`config.mk`:
```
export PLATFORM = sky130hd
export DESIGN_NAME = if_stage
export DESIGN_NICKNAME = d
export VERILOG_FILES = /design/src/rtl/if_stage_pkg.sv /design/src/rtl/if_stage_npc_mux.sv /design/src/rtl/if_stage.sv
export SDC_FILE = /design/constraint.sdc
export NUM_CORES = 1
export LEC_CHECK = 0
export ABC_AREA = 1
export CAP_MARGIN = 30
export CORE_ASPECT_RATIO = 1.25
export CORE_MARGIN = 2
export CORE_UTILIZATION = 40
export CTS_CLUSTER_DIAMETER = 30
export CTS_CLUSTER_SIZE = 14
export DETAILED_ROUTE_END_ITERATION = 8
export PLACE_DENSITY_LB_ADDON = 0.08
export SLEW_MARGIN = 15
export SYNTH_ARGS = -nofsm -noshare
export SYNTH_HDL_FRONTEND = slang
export SYNTH_HIERARCHICAL = 1
export SYNTH_SLANG_ARGS = --single-unit
```
`constraint.sdc`:
```
create_clock -name clk -period 4.1 [get_ports clk]
set_input_delay 1.23 -clock clk [delete_from_list [all_inputs] [get_ports clk]]
set_output_delay 1.23 -clock clk [all_outputs]
set_load 0.05 [all_outputs]
```
`src/rtl/if_stage_pkg.sv`:
```
// rtl/if_stage_pkg.sv - shared encodings and defaults for the instruction fetch stage
package if_stage_pkg;

  // Next-PC source select encodings
  typedef enum logic [1:0] {
    NPC_PC4 = 2'd0,
    NPC_BR  = 2'd1,
    NPC_J   = 2'd2,
    NPC_JR  = 2'd3
  } npc_sel_e;

  localparam logic [31:0] NOP              = 32'h0000_0000;
  localparam logic [31:0] PC_RESET_DEFAULT = 32'h0000_3000;
  localparam logic [31:0] PC_FLUSH_DEFAULT = 32'h0000_4180;

  // Force a byte address down to its enclosing word boundary
  function automatic logic [31:0] word_align(input logic [31:0] addr);
    return addr & ~32'h0000_0003;
  endfunction

endpackage

```
`src/rtl/if_stage_npc_mux.sv`:
```
// rtl/if_stage_npc_mux.sv - 4:1 combinational next-PC selector
module npc_mux
  import if_stage_pkg::*;
(
  input  logic [1:0]  sel,
  input  logic [31:0] pc4,
  input  logic [31:0] br_target,
  input  logic [31:0] j_target,
  input  logic [31:0] jr_target,
  output logic [31:0] npc
);

  // Pick the next fetch address from the sequential or redirect sources
  always_comb begin
    npc = pc4;
    case (sel)
      NPC_PC4: npc = pc4;
      NPC_BR:  npc = br_target;
      NPC_J:   npc = j_target;
      NPC_JR:  npc = jr_target;
      default: npc = pc4;
    endcase
  end

endmodule

```
`src/rtl/if_stage.sv`:
```
// rtl/if_stage.sv - instruction fetch stage: PC register, next-PC select and IF/ID latch
module if_stage
  import if_stage_pkg::*;
#(
  parameter logic [31:0] PC_RESET = PC_RESET_DEFAULT,
  parameter logic [31:0] PC_FLUSH = PC_FLUSH_DEFAULT
) (
  input  logic        clk,
  input  logic        reset,
  input  logic        stall,
  input  logic        flush,
  input  logic [1:0]  npc_sel,
  input  logic [31:0] br_target,
  input  logic [31:0] j_target,
  input  logic [31:0] jr_target,
  output logic [31:0] imem_addr,
  input  logic [31:0] imem_rdata,
  output logic [31:0] if_id_instr,
  output logic [31:0] if_id_pc4,
  output logic        if_id_valid,
  output logic        align_err,
  output logic [31:0] fetch_cnt
);

  logic [31:0] pc;
  logic [31:0] pc4;
  logic [31:0] npc;
  logic        npc_misaligned;

  // PC+4 wraps naturally at the top of the address space
  assign pc4            = pc + 32'd4;
  assign imem_addr      = pc;
  assign npc_misaligned = |npc[1:0];

  npc_mux u_npc_mux (
    .sel       (npc_sel),
    .pc4       (pc4),
    .br_target (br_target),
    .j_target  (j_target),
    .jr_target (jr_target),
    .npc       (npc)
  );

  // PC and IF/ID update with priority reset > flush > stall > fetch
  always_ff @(posedge clk) begin
    if (reset) begin
      pc          <= PC_RESET;
      if_id_instr <= NOP;
      if_id_pc4   <= 32'h0;
      if_id_valid <= 1'b0;
      align_err   <= 1'b0;
      fetch_cnt   <= 32'h0;
    end else if (flush) begin
      pc          <= PC_FLUSH;
      if_id_instr <= NOP;
      if_id_pc4   <= 32'h0;
      if_id_valid <= 1'b0;
    end else if (!stall) begin
      // The slot fetched this cycle is kept even on a redirect (delay slot)
      pc          <= word_align(npc);
      if_id_instr <= imem_rdata;
      if_id_pc4   <= pc4;
      if_id_valid <= 1'b1;
      fetch_cnt   <= fetch_cnt + 32'd1;
      if (npc_misaligned) begin
        align_err <= 1'b1;
      end
    end
  end

endmodule

```
==> metrics <==
Crit-path slowest cell=clkdlybuf4s50_1; total track usage=27.2%; max_slew headroom=a little over half; Placer Congestion=0.950; Area growth syn-to-layout=45.2%; worst path arrival time=about 1800 ps; largest net degree at the start of global routing=approximately 60; final hold slack=454 ps; Multi-input gate area=just under 0.004 mm^2; sequential fraction of the synthesis area=between 30% and 40%; CP cell instances=clkdlybuf4s50_1; status=finished clean; Syn Inst Count=approximately 1100; max incr delay on CP=870 ps; final setup fails=0; worst hold path startpoint=if_id_instr[5]; power share of the clock group=47.1%; Max-Cap Viols=0; sequential share of power=a little over a third; Avg Inst Size Synth=around 6.6 um^2; Unique masters post-synth=38; Initial DRT Pass Iterations=5; filler instances=about 1700; commonest non-fill, non-tap cells in the layout=nand2_1 (286), clkdlybuf4s50_1 (256), nor2_1 (166); overall power=about 0.0036 W; final worst slack=between 1000 and 1500 ps; reg-to-reg critical path startpoint=imem_addr[2]; core area=0.0175 mm^2; crit-path leading delay family=buffers and inverters; clock slew at reported path FFs=~60 ps; fmax=0.328 GHz; total CTS buffers=17; diode count=0; Initial Util=between 40 and 50%; Post-CTS Resized=0; synthesized area=~0.007 mm^2; crit path time final=3050 ps; Yosys warnings=6; Rows=54; synth top area cells=dfxtp_1 (35%), nand2_1 (15%), nand3_1 (9.4%), nor2_1 (8.7%), inv_1 (4.8%); WL/cell=approximately 16 um; Reg area=around 0.0025 mm^2; fin nets=roughly 1500; clock insertion delay at the later pin of the skew report=~420 ps; IO Port Bufs=259; first-pass GRT wire length=approximately 40000 um; Pwr Density=345 mW/mm^2; DR iter-0 viols=about 500; setup_tns=0 ps; Die W=124 um; Clk Tree Root Cell=clkbuf_16; Setup Buffers After CTS=0; top-area cell type share of the netlist area=around a third; Clock Sinks=126; # hold bufs at CTS=0; Internal Power=0.00261 W; reg2reg end=imem_addr[24]; CP endpoint kind=primary output; DIE HEIGHT=between 150 and 200 um; skew final=~8.3 ps; Setup CP Type=flip-flop to primary output; post-route core utilization=a little under 60%; WHS Endpoint=if_id_instr[5]; pre-CTS WS=1010 ps; Post-route DRC=0; Switching Fraction=27.1%; worst reg2reg setup slack=~2000 ps; Yosys reg bits=about 130; most common cell after layout, fill and taps aside=nand2_1; crit-path max FO=6; share of cells above drive strength 1=6.67%; Switch Pwr=between 0.0009 and 0.001 W; CTS tree=done; crit path launch type=flip-flop; crit share post-route=around three quarters; Remaining Overflow, GRT=0; Detailed Route WL=approximately 25000 um; RSZ-0062 raised after global routing=false; vias per cell=5.10; Tightest Hold Check Type=flip-flop to flip-flop; peak supply drop=around 270 uV; top-level I/O count=roughly 260; leakage power=4.11 nW; Combinational Power Share=around 17%; Synth area leader=dfxtp_1; final hold vios=0; max-slew violation count=0; reg2reg path depth=11; DRT antenna net count=0; Worst Hold Depth=2; H-tree depth=4; clock buffer depth=2; Slew @ Worst Pin=approximately 680 ps; initial antenna violation count=1; Req. time, crit path=about 2900 ps; WP buf/inv=1; Die Footprint=between 0.015 and 0.02 mm^2; DR vias=7951; HPWL Detailed=around 19000 um; vias in the first global route=between 7000 and 8000
==> cells by family (layout without fill, tap and decap cells) <==
family          after synthesis  in the layout  synth area share (%)
compound gates              107            107                  8.52
xor+xnor                     15             15                  1.84
fa+ha+maj                     2              2                 0.350
buf+inv                     156            397                  10.7
flops                       126            126                  35.3
other cells                   1              6                0.0525
simple gates                681            681                  43.2
==> per-stage QoR <==
stage	cell area, um^2	cells
6_report	10400	1558
5_1_grt	10400	1558
4_1_cts	10400	1558
3_5_place_dp	9710	1526
3_3_place_gp	9710	1526
2_1_floorplan	7160	1093
==> power by group through the flow <==
stage | logic (W) | clock network [W] | registers [W]
6_report | 0.000594 | 0.00169 | 0.00130
5_1_grt | 0.000637 | 0.00176 | 0.00130
4_1_cts | 0.000597 | 0.00171 | 0.00130
3_5_place_dp | 0.000595 | 0 | 0.00133
3_3_place_gp | 0.000593 | 0 | 0.00132
2_1_floorplan | 0.000223 | 0 | 0.00144
==> area by class of cell <==
type                            count  area share, %
Sequential cell                   126           24.3
Multi-Input combinational cell    811           37.4
Clock inverter                     12           2.00
Tap cell                          224           2.70
Clock buffer                       20           4.31
Timing Repair Buffer              268           25.7
Inverter                           97           3.56
==> synthesized netlist by cell type, drive strengths merged <==
library cell and instances:
nand2 294, nor2 187, nand3 146, dfxtp 126, inv 97, a21oi 51, buf 46, nand4 38
o21ai 29, a211oi 19, clkbuf 13, nor3 10, xnor2 9, xor2 6, o21a 4, a221o 2
and2 2, ha 2, nand3b 2, nor3b 2, o21bai 2, conb 1
==> registers in the layout, summed over array words and instances (netlist names) <==
register / cells
fetch_cnt: 32
if_id_instr: 32
if_id_pc4: 30
imem_addr: 30
align_err: 1
if_id_valid: 1
==> per-layer routing <==
layer	GRT usage (%)	up-vias	part of all wire [%]
li1	-	3990	-
met3	7.87	62	7.7
met5	0	-	0.051
met4	11.3	2	3.6
met1	31.1	3601	39
met2	46.6	296	50
==> how the worst max path moves through the flow <==
| stage | startpoint | endpoint | slack [ps] | cells after the start |
|---|---|---|---|---|
| after floorplan | stall | fetch_cnt[30] | 1890 | 9 |
| after global placement | flush | if_id_pc4[16] | 1050 | 7 |
| after detailed placement | flush | if_id_pc4[17] | 1010 | 7 |
| after CTS | imem_addr[20] | imem_addr[20] | 1040 | 1 |
| after global routing | imem_addr[20] | imem_addr[20] | 1060 | 1 |
| final | imem_addr[20] | imem_addr[20] | 1050 | 1 |
Power figures use the tool's default switching activity.
